--- config.mk ---
export PLATFORM = sky130hd
export DESIGN_NAME = cipher_stream_decryptor
export DESIGN_NICKNAME = d
export VERILOG_FILES = /design/src/rtl/cipher_pkg.sv /design/src/rtl/cipher_nibble_unmask.sv /design/src/rtl/cipher_stream_decryptor.sv
export SDC_FILE = /design/constraint.sdc
export NUM_CORES = 1
export LEC_CHECK = 0
export ABC_AREA = 1
export CAP_MARGIN = 10
export CORE_ASPECT_RATIO = 0.9
export CORE_MARGIN = 1
export CORE_UTILIZATION = 47
export CTS_CLUSTER_SIZE = 40
export DETAILED_ROUTE_END_ITERATION = 7
export PLACE_DENSITY = 0.83
export SYNTH_ARGS = -nofsm -noshare
export SYNTH_HDL_FRONTEND = slang
export SYNTH_SLANG_ARGS = --single-unit
--- constraint.sdc ---
create_clock -name clk -period 1.6 [get_ports clk]
set_input_delay 0.32 -clock clk [delete_from_list [all_inputs] [get_ports clk]]
set_output_delay 0.32 -clock clk [all_outputs]
set_load 0.005 [all_outputs]
--- src/rtl/cipher_pkg.sv ---
`default_nettype none
`timescale 1ns/1ps
// ============================================================================
// Module   : cipher_pkg
// Brief    : Shared types and helper functions for the nibble cipher
//            receive path (Gray decode, private-key expectation).
// Revision : 1.0  initial release
// ============================================================================
package cipher_pkg;

   typedef logic [3:0]  nibble_t;
   typedef logic [15:0] hex_t;

   // One-hot value presented on the output while no word has been decoded yet
   localparam hex_t HEX_RESET = 16'h0001;

   // Reflected-binary Gray code to plain binary, MSB first
   function automatic nibble_t gray2bin(input nibble_t g);
      nibble_t b;
      b[3] = g[3];
      b[2] = b[3] ^ g[2];
      b[1] = b[2] ^ g[1];
      b[0] = b[1] ^ g[0];
      return b;
   endfunction

   // Private key the encryptor would have attached: thermometer of popcount(g)
   function automatic nibble_t prv_expect(input nibble_t g);
      logic [2:0] pop;
      pop = {2'b00, g[0]} + {2'b00, g[1]} + {2'b00, g[2]} + {2'b00, g[3]};
      return {(pop == 3'd4), (pop >= 3'd3), (pop >= 3'd2), (pop >= 3'd1)};
   endfunction

endpackage
`default_nettype wire

--- src/rtl/cipher_nibble_unmask.sv ---
`default_nettype none
`timescale 1ns/1ps
// ============================================================================
// Module   : cipher_nibble_unmask
// Brief    : Combinational mask strip, Gray decode and inversion of one
//            encrypted nibble, plus the private-key integrity check.
//            Integrity check compiled in only with CIPHER_KEY_CHECK_EN.
// Revision : 1.0  initial release
// ============================================================================
module cipher_nibble_unmask
   import cipher_pkg::*;
(
   input  nibble_t enc,
   input  nibble_t prv,
   input  nibble_t pub,
   output nibble_t nib,
   output logic    err
);

   nibble_t w_g;

   // Remove both key masks, then undo the Gray coding and the inversion
   assign w_g = enc ^ pub ^ prv;
   assign nib = ~gray2bin(w_g);

`ifdef CIPHER_KEY_CHECK_EN
   // The private key must match the thermometer code of the unmasked word
   assign err = (prv_expect(w_g) != prv);
`else
   assign err = 1'b0;
`endif

endmodule
`default_nettype wire

--- src/rtl/cipher_stream_decryptor.sv ---
`default_nettype none
`timescale 1ns/1ps
// ============================================================================
// Module   : cipher_stream_decryptor
// Brief    : Two-stage valid/ready decryptor: nibble unmask -> S1 register ->
//            one-hot decode -> S2 register, with saturating beat/error
//            counters. Integrity checking enabled by CIPHER_KEY_CHECK_EN.
// Revision : 1.0  initial release
// ============================================================================
module cipher_stream_decryptor
   import cipher_pkg::*;
#(
   parameter int CNT_W = 8
)
(
   input  logic             clk,
   input  logic             rst_n,
   input  logic             key_wr,
   input  logic [3:0]       pub_key_in,
   input  logic             in_valid,
   output logic             in_ready,
   input  logic [3:0]       in_enc,
   input  logic [3:0]       in_prv,
   output logic             out_valid,
   input  logic             out_ready,
   output logic [15:0]      out_hex,
   output logic             out_err,
   output logic [CNT_W-1:0] beat_cnt,
   output logic [CNT_W-1:0] err_cnt,
   input  logic             cnt_clr
);

   localparam logic [CNT_W-1:0] c_cnt_one = {{(CNT_W-1){1'b0}}, 1'b1};

   nibble_t          r_pub;
   logic             r_rdy_en;
   logic             r_s1_valid;
   nibble_t          r_s1_nib;
   logic             r_s1_err;
   logic             r_s2_valid;
   hex_t             r_s2_hex;
   logic             r_s2_err;
   logic [CNT_W-1:0] r_beat_cnt;

   nibble_t          w_nib;
   logic             w_err;
   logic             w_s2_free;
   logic             w_accept;
   logic             w_deliver;

   cipher_nibble_unmask u_unmask (
      .enc (in_enc),
      .prv (in_prv),
      .pub (r_pub),
      .nib (w_nib),
      .err (w_err)
   );

   // S2 can take a new word when it is empty or its word leaves this cycle
   assign w_s2_free = !r_s2_valid | out_ready;
   assign in_ready  = r_rdy_en & (!r_s1_valid | w_s2_free);
   assign w_accept  = in_valid & in_ready;
   assign w_deliver = r_s2_valid & out_ready;

   assign out_valid = r_s2_valid;
   assign out_hex   = r_s2_hex;
   assign out_err   = r_s2_err;
   assign beat_cnt  = r_beat_cnt;

   // Input side stays closed while reset is held, opens on the first edge after
   always_ff @(posedge clk or negedge rst_n) begin
      if (!rst_n) r_rdy_en <= 1'b0;
      else        r_rdy_en <= 1'b1;
   end

   // Public key register; a beat accepted on the write edge still sees the old key
   always_ff @(posedge clk or negedge rst_n) begin
      if (!rst_n)      r_pub <= 4'h0;
      else if (key_wr) r_pub <= pub_key_in;
   end

   // Stage S1: capture decoded nibble and check result on accept
   always_ff @(posedge clk or negedge rst_n) begin
      if (!rst_n) begin
         r_s1_valid <= 1'b0;
         r_s1_nib   <= 4'h0;
         r_s1_err   <= 1'b0;
      end else if (w_accept) begin
         r_s1_valid <= 1'b1;
         r_s1_nib   <= w_nib;
         r_s1_err   <= w_err;
      end else if (w_s2_free) begin
         r_s1_valid <= 1'b0;
      end
   end

   // Stage S2: one-hot word, held stable while downstream stalls
   always_ff @(posedge clk or negedge rst_n) begin
      if (!rst_n) begin
         r_s2_valid <= 1'b0;
         r_s2_hex   <= HEX_RESET;
         r_s2_err   <= 1'b0;
      end else if (w_s2_free) begin
         r_s2_valid <= r_s1_valid;
         if (r_s1_valid) begin
            r_s2_hex <= HEX_RESET << r_s1_nib;
            r_s2_err <= r_s1_err;
         end
      end
   end

   // Delivered-word counter, saturating; clear wins over increment
   always_ff @(posedge clk or negedge rst_n) begin
      if (!rst_n)                                     r_beat_cnt <= '0;
      else if (cnt_clr)                               r_beat_cnt <= '0;
      else if (w_deliver && (r_beat_cnt != '1))       r_beat_cnt <= r_beat_cnt + c_cnt_one;
   end

`ifdef CIPHER_KEY_CHECK_EN
   logic [CNT_W-1:0] r_err_cnt;

   // Delivered-with-error counter, saturating; clear wins over increment
   always_ff @(posedge clk or negedge rst_n) begin
      if (!rst_n)                                               r_err_cnt <= '0;
      else if (cnt_clr)                                         r_err_cnt <= '0;
      else if (w_deliver && r_s2_err && (r_err_cnt != '1))      r_err_cnt <= r_err_cnt + c_cnt_one;
   end

   assign err_cnt = r_err_cnt;
`else
   assign err_cnt = '0;
`endif

endmodule
`default_nettype wire
==> flow_metrics.py, run 1 <==
metrics = {
    "run_status": {
        "outcome": "finished clean",
    },
    "worst_setup_path": {
        "worst_path_max_delay_cell": "clkdlybuf4s50_1",
        "critPathBufInv": 1,
        "cp-start-kind": "flip-flop",
        "max_stage_delay_ps": 520,
        "worstPathRequired_ps": 1280,
        "crit_family": "buffers and inverters",
        "reg2reg_slack_ps": 150,
        "arrival_ps": 1220,
        "reg2reg_depth": 6,
        "path_cells": "clkdlybuf4s50_1",
        "crit_type": "flip-flop to output pin",
        "r2r_end": "beat_cnt[5]",
        "r2r-start": "beat_cnt[0]",
        "endpoint_kind": "output pin",
        "crit_path_max_fanout": 4,
    },
    "final_layout": {
        "stdcell_count": 313,
        "n_antenna_cell": 0,
        "nNetsFinal": 287,
        "layout-drive-gt1-share": 0.186,
        "synthToLayoutAreaGrowth_pct": 36.4,
        "fin_util": 0.700,
    },
    "clocking": {
        "cts_tree": "built",
        "clk_pin_slew_ps": 70,
        "ctsHoldBuffers": 0,
        "cts.path.max_buffers": 2,
        "h-tree-depth": 2,
        "clockRootBuffer": "clkbuf_8",
        "cts-buffers-inserted": 5,
        "clkLatencyLatePin_ps": 290,
        "clkSinkCount": 35,
    },
    "hold_path": {
        "hold_class": "primary input to async pin",
    },
    "floorplan": {
        "die_area_sq_um": 4080,
        "core_sq_um": 3500,
        "chipHeight_microns": 60.7,
        "ios": 53,
        "rows": 20,
        "start_util": 0.513,
        "die_x_microns": 67.2,
    },
    "placed_design": {
        "placedCellCount": 304,
        "port-buffer-count": 43,
        "hpwl_microns": 2550,
        "gp_congestion": 0.769,
        "place_ws_ps": -360,
    },
    "job": {
        "max_cap_viol_count": 0,
    },
    "synthesis": {
        "netlist_area_sq_um": 1800,
        "yosysSeqAreaShare": 0.488,
        "ys.warnings.count": 0,
        "yosys_register_bits": 35,
        "synthDistinctLibCells": 29,
        "syn_inst": 206,
        "yosys-top-cells-area": "dfrtp_1 47%, nand2_1 7.9%, inv_1 7.1%",
        "yosysTopAreaCell": "dfrtp_1",
        "synth_top_area_frac": 0.473,
        "avgSynthCellArea_sq_um": 8.73,
    },
    "route": {
        "drtIter0Drc": 75,
        "drcViolationCount": 0,
        "drt_pass1_iterations": 4,
        "finalWirelength_microns": 3400,
        "vias": 1504,
        "routed_wire_length_per_instance_microns": 10.9,
        "postRouteAntennaNets": 0,
        "viasPerCell": 4.81,
    },
    "timing": {
        "min_period_ps": 1540,
        "rsz0062_at_grt": "false",
        "finalHoldViolCount": 0,
        "layout_setup_ws_ps": 63.3,
        "fin_crit_sh": 0.960,
        "fmaxAchievable_ghz": 0.651,
        "setup_violations": 0,
        "slew_violations": 0,
        "skew_ps": 7.68,
    },
    "power": {
        "p_leak_nw": 1.20,
        "power_density_nw_per_um2": 921,
        "ir_worst_vdd_mv": 0.581,
    },
    "global_route": {
        "gr-total-overflow": 0,
        "grt_max_degree": 36,
        "grt_pass1_wl_microns": 5700,
        "first_global_vias": 1309,
        "grt_usage": 0.191,
        "antenna_found_initial": 0,
    },
}
==> layout by cell type, fill, tap and decap left out, types with 2 or more instances in the layout <==
cell	instances
xor2_1	6
xnor2_1	2
o31ai_1	4
nand2_2	3
buf_4	13
dlymetal6s2s_1	2
inv_1	34
dlygate4sd2_1	4
nand4_1	2
nand3_1	22
inv_2	8
dfrtp_2	4
nand2_1	37
o21ai_0	3
clkdlybuf4s50_1	37
o22ai_1	16
clkinv_2	3
o21ai_2	3
o21ai_1	4
nor2_1	4
dfrtp_1	30
conb_1	10
clkbuf_8	5
==> kinds of logic (layout without fill, tap and decap cells) <==
logic type | count (synthesis) | after routing | share of synthesized area
compound gates | 33 | 33 | 0.132
xor+xnor | 9 | 9 | 0.0480
fa+ha+maj | 1 | 1 | 0.00696
buf+inv | 53 | 108 | 0.133
flops | 35 | 35 | 0.488
mux | 1 | 1 | 0.00626
other cells | 2 | 10 | 0.00418
simple gates | 72 | 72 | 0.182
==> final cells by class <==
type	instances	area [sq um]
multi-input cells	126	717
clock buffers	5	68.8
repair buffers	57	548
clock inverters	3	15.0
well taps	44	55.1
flip-flops and latches	35	882
inverters	43	166
fillers	284	1050
==> worst max-delay path by stage <==
stage | startpoint | endpoint | slack (ps) | depth (start not counted)
after CTS | beat_cnt[1] | beat_cnt[1] | 7 | 2
final | beat_cnt[4] | beat_cnt[4] | 60 | 1
after floorplan | beat_cnt[0] | beat_cnt[0] | 120 | 7
after global placement | out_ready | in_ready | -360 | 8
after detailed placement | out_ready | in_ready | -360 | 8
after global routing | beat_cnt[0] | beat_cnt[4] | 3 | 6
==> stage by stage <==
stage	power, mW	cell area (sq um)	hold WS, ps	setup TNS, ps
2_1_floorplan	1.38	1830	24.4	0
3_3_place_gp	1.65	2350	458	-544
3_5_place_dp	1.67	2350	461	-703
4_1_cts	2.28	2430	412	0
5_1_grt	2.40	2450	416	0
6_report	2.26	2450	400	0
==> cells in the mapped netlist (all sizes together) <==
library cell  count
dfstp             1
conb              2
nand3b            1
xor2              7
nand4             2
o22ai            16
mux2              1
nand3            22
buf              10
xnor2             2
nor2              6
o31ai             4
o21ai            10
a31oi             1
a21oi             2
ha                1
inv              43
nand2            41
dfrtp            34
==> timing repair <==
action                                  CTS  global route
gates cloned                              0             0
gates resized for setup                   4             8
setup buffers                             0             1
pin swaps                                 1             2
endpoints found under the setup margin    3             9
==> metal layers <==
layer  GRT usage  vias up  part of all wire
met3      0.0677        4             0.061
met1       0.247      692              0.46
li1            -      767                 -
met5           0        -                 0
met4      0.0547        0             0.010
met2       0.306       41              0.47
==> power by group <==
| group | total [mW] | internal, mW | leakage [nW] | switching [mW] |
|---|---|---|---|---|
| registers | 1.06 | 0.993 | 0.454 | 0.0706 |
| clock network | 0.616 | 0.297 | 0.0477 | 0.318 |
| logic | 0.579 | 0.302 | 0.696 | 0.277 |
==> registers in the layout, summed over array words and instances (netlist names) <==
name        cells
out_valid       1
r_s1_nib        4
beat_cnt        8
r_pub           4
out_hex        16
r_s1_valid      1
r_rdy_en        1
Note: power is estimated with default switching activity, not from simulation.
==> run 2: changes to the inputs <==
--- a/config.mk
+++ b/config.mk
@@ -12,6 +12,7 @@
 export CORE_UTILIZATION = 47
 export CTS_CLUSTER_SIZE = 40
 export DETAILED_ROUTE_END_ITERATION = 7
+export GPL_TIMING_DRIVEN = 0
 export PLACE_DENSITY = 0.83
 export SYNTH_ARGS = -nofsm -noshare
 export SYNTH_HDL_FRONTEND = slang
==> run 2 against run 1 <==
Wire length about the same. Register-to-register slack worse by 50 ps. Cell area is 1.4% lower. Sequential share of layout area is 0.57 points higher. Critical path depth did not move. Worst hold slack got worse by 300 ps. Non-clock buffer count shrank 1. Critical path type unchanged.
==> flow_metrics.py, run 2 (same netlist as run 1, synthesis figures left out) <==
metrics = {
    "run_status": {
        "outcome": "finished clean",
    },
    "timing": {
        "relSlewSlack": 0.507,
        "layout_setup_ws_ps": 48.9,
        "setup_violations": 0,
        "skew_ps": 5.46,
        "finalHoldViolCount": 0,
        "worst_slew_pin_slew_ps": 740,
        "min_period_ps": 1550,
        "rsz0062_at_grt": "false",
        "slew_violations": 0,
        "fmaxAchievable_ghz": 0.645,
        "fin_crit_sh": 0.969,
    },
    "route": {
        "vias": 1486,
        "routed_wire_length_per_instance_microns": 10.9,
        "finalWirelength_microns": 3400,
        "postRouteAntennaNets": 0,
        "viasPerCell": 4.76,
        "drcViolationCount": 0,
        "drtIter0Drc": 47,
        "drt_pass1_iterations": 4,
    },
    "global_route": {
        "first_global_vias": 1343,
        "gr-total-overflow": 0,
        "grt_max_degree": 36,
        "grt_pass1_wl_microns": 5570,
        "antenna_found_initial": 0,
        "grt_usage": 0.191,
    },
    "power": {
        "ir_worst_vdd_mv": 0.544,
        "p_leak_nw": 1.16,
        "power_density_nw_per_um2": 925,
    },
    "final_layout": {
        "seqCellArea_sq_um": 883,
        "final_common_cell": "clkdlybuf4s50_1",
        "n_fill_cell": 306,
        "multi_input_area_sq_um": 719,
        "n_antenna_cell": 0,
        "synthToLayoutAreaGrowth_pct": 34.4,
        "nNetsFinal": 286,
        "fin_util": 0.690,
        "largest_register_ffs": 16,
        "most-common-layout-cells": "39 x clkdlybuf4s50_1, 37 x nand2_1, 34 x inv_1",
        "layout-drive-gt1-share": 0.183,
    },
    "worst_setup_path": {
        "r2r_end": "beat_cnt[2]",
        "arrival_ps": 1230,
        "reg2reg_slack_ps": 100,
        "worst_path_max_delay_cell": "clkdlybuf4s50_1",
        "critPathBufInv": 1,
        "cp-start-kind": "flip-flop",
        "path_cells": "clkdlybuf4s50_1",
        "endpoint_kind": "output pin",
        "max_stage_delay_ps": 520,
        "crit_path_max_fanout": 4,
        "r2r-start": "beat_cnt[0]",
        "crit_family": "buffers and inverters",
        "reg2reg_depth": 7,
        "worstPathRequired_ps": 1280,
        "crit_type": "flip-flop to output pin",
    },
    "clocking": {
        "clk_pin_slew_ps": 70,
        "h-tree-depth": 2,
        "cts-buffers-inserted": 5,
        "cts.path.max_buffers": 2,
        "clkLatencyLatePin_ps": 280,
        "cts_tree": "built",
        "clkSinkCount": 35,
        "clockRootBuffer": "clkbuf_8",
    },
    "hold_path": {
        "hold_class": "primary input to async pin",
    },
    "placed_design": {
        "gp_congestion": 0.786,
        "hpwl_microns": 2550,
        "port-buffer-count": 43,
        "place_ws_ps": -393,
    },
    "floorplan": {
        "die_area_sq_um": 4080,
        "die_x_microns": 67.2,
        "start_util": 0.513,
        "core_sq_um": 3500,
        "rows": 20,
        "ios": 53,
        "chipHeight_microns": 60.7,
    },
    "job": {
        "max_cap_viol_count": 0,
    },
}
run 2: cell count changes in the layout (fill, tap and decap cells not counted), sizes merged:
cell	change
clkbuf	+4
clkinv	-3
clkdlybuf4s50	+2
dlygate4sd2	-2
dlymetal6s2s	-2
run 2: where the power goes:
| part | internal (mW) | switching [mW] | leakage, nW |
|---|---|---|---|
| registers | 0.994 | 0.0793 | 0.453 |
| clock network | 0.309 | 0.294 | 0.0395 |
| logic | 0.290 | 0.270 | 0.664 |
| total | 1.59 | 0.643 | 1.16 |
run 2: how the worst max path moves through the flow:
stage	from	end	slack, ps	cells after the start
after floorplan	beat_cnt[0]	beat_cnt[0]	120	7
after global placement	rst_n	beat_cnt[0]	-500	1
after detailed placement	out_ready	in_ready	-390	8
after CTS	beat_cnt[0]	beat_cnt[5]	20	6
after global routing	beat_cnt[1]	beat_cnt[1]	10	1
final	beat_cnt[5]	beat_cnt[5]	50	1
run 2: routing by layer:
metal	vias to the layer above	wire length, microns	GRT usage
li1	765	-	-
met1	679	1500	0.220
met2	38	1650	0.320
met3	4	200	0.0733
met4	0	42	0.0821
met5	-	0	0
run 2: layout make-up:
type / count / area share
Clock buffer: 8 / 0.0331
Multi-Input combinational cell: 126 / 0.298
Tap cell: 44 / 0.0228
Inverter: 43 / 0.0688
Sequential cell: 35 / 0.365
Buffer: 10 / 0.0300
Timing Repair Buffer: 46 / 0.182
run 2: through the flow:
| stage | hold WS (ps) | setup TNS [ps] | std cells | instance area [sq um] | power (mW) |
|---|---|---|---|---|---|
| floorplan | 24.4 | 0 | 214 | 1830 | 1.38 |
| global placement | 457 | -17720 | 301 | 2310 | 1.63 |
| detailed placement | 433 | -1080 | 301 | 2310 | 1.64 |
| CTS | 129 | 0 | 311 | 2400 | 2.24 |
| global route | 173 | 0 | 312 | 2420 | 2.36 |
| finish | 101 | 0 | 312 | 2420 | 2.24 |
run 2: what timing repair did:
item,CTS,global route
endpoints found under the setup margin,9,7
buffers inserted,2,1
pin swaps,3,3
resized for setup,6,6
hold buffers,0,0
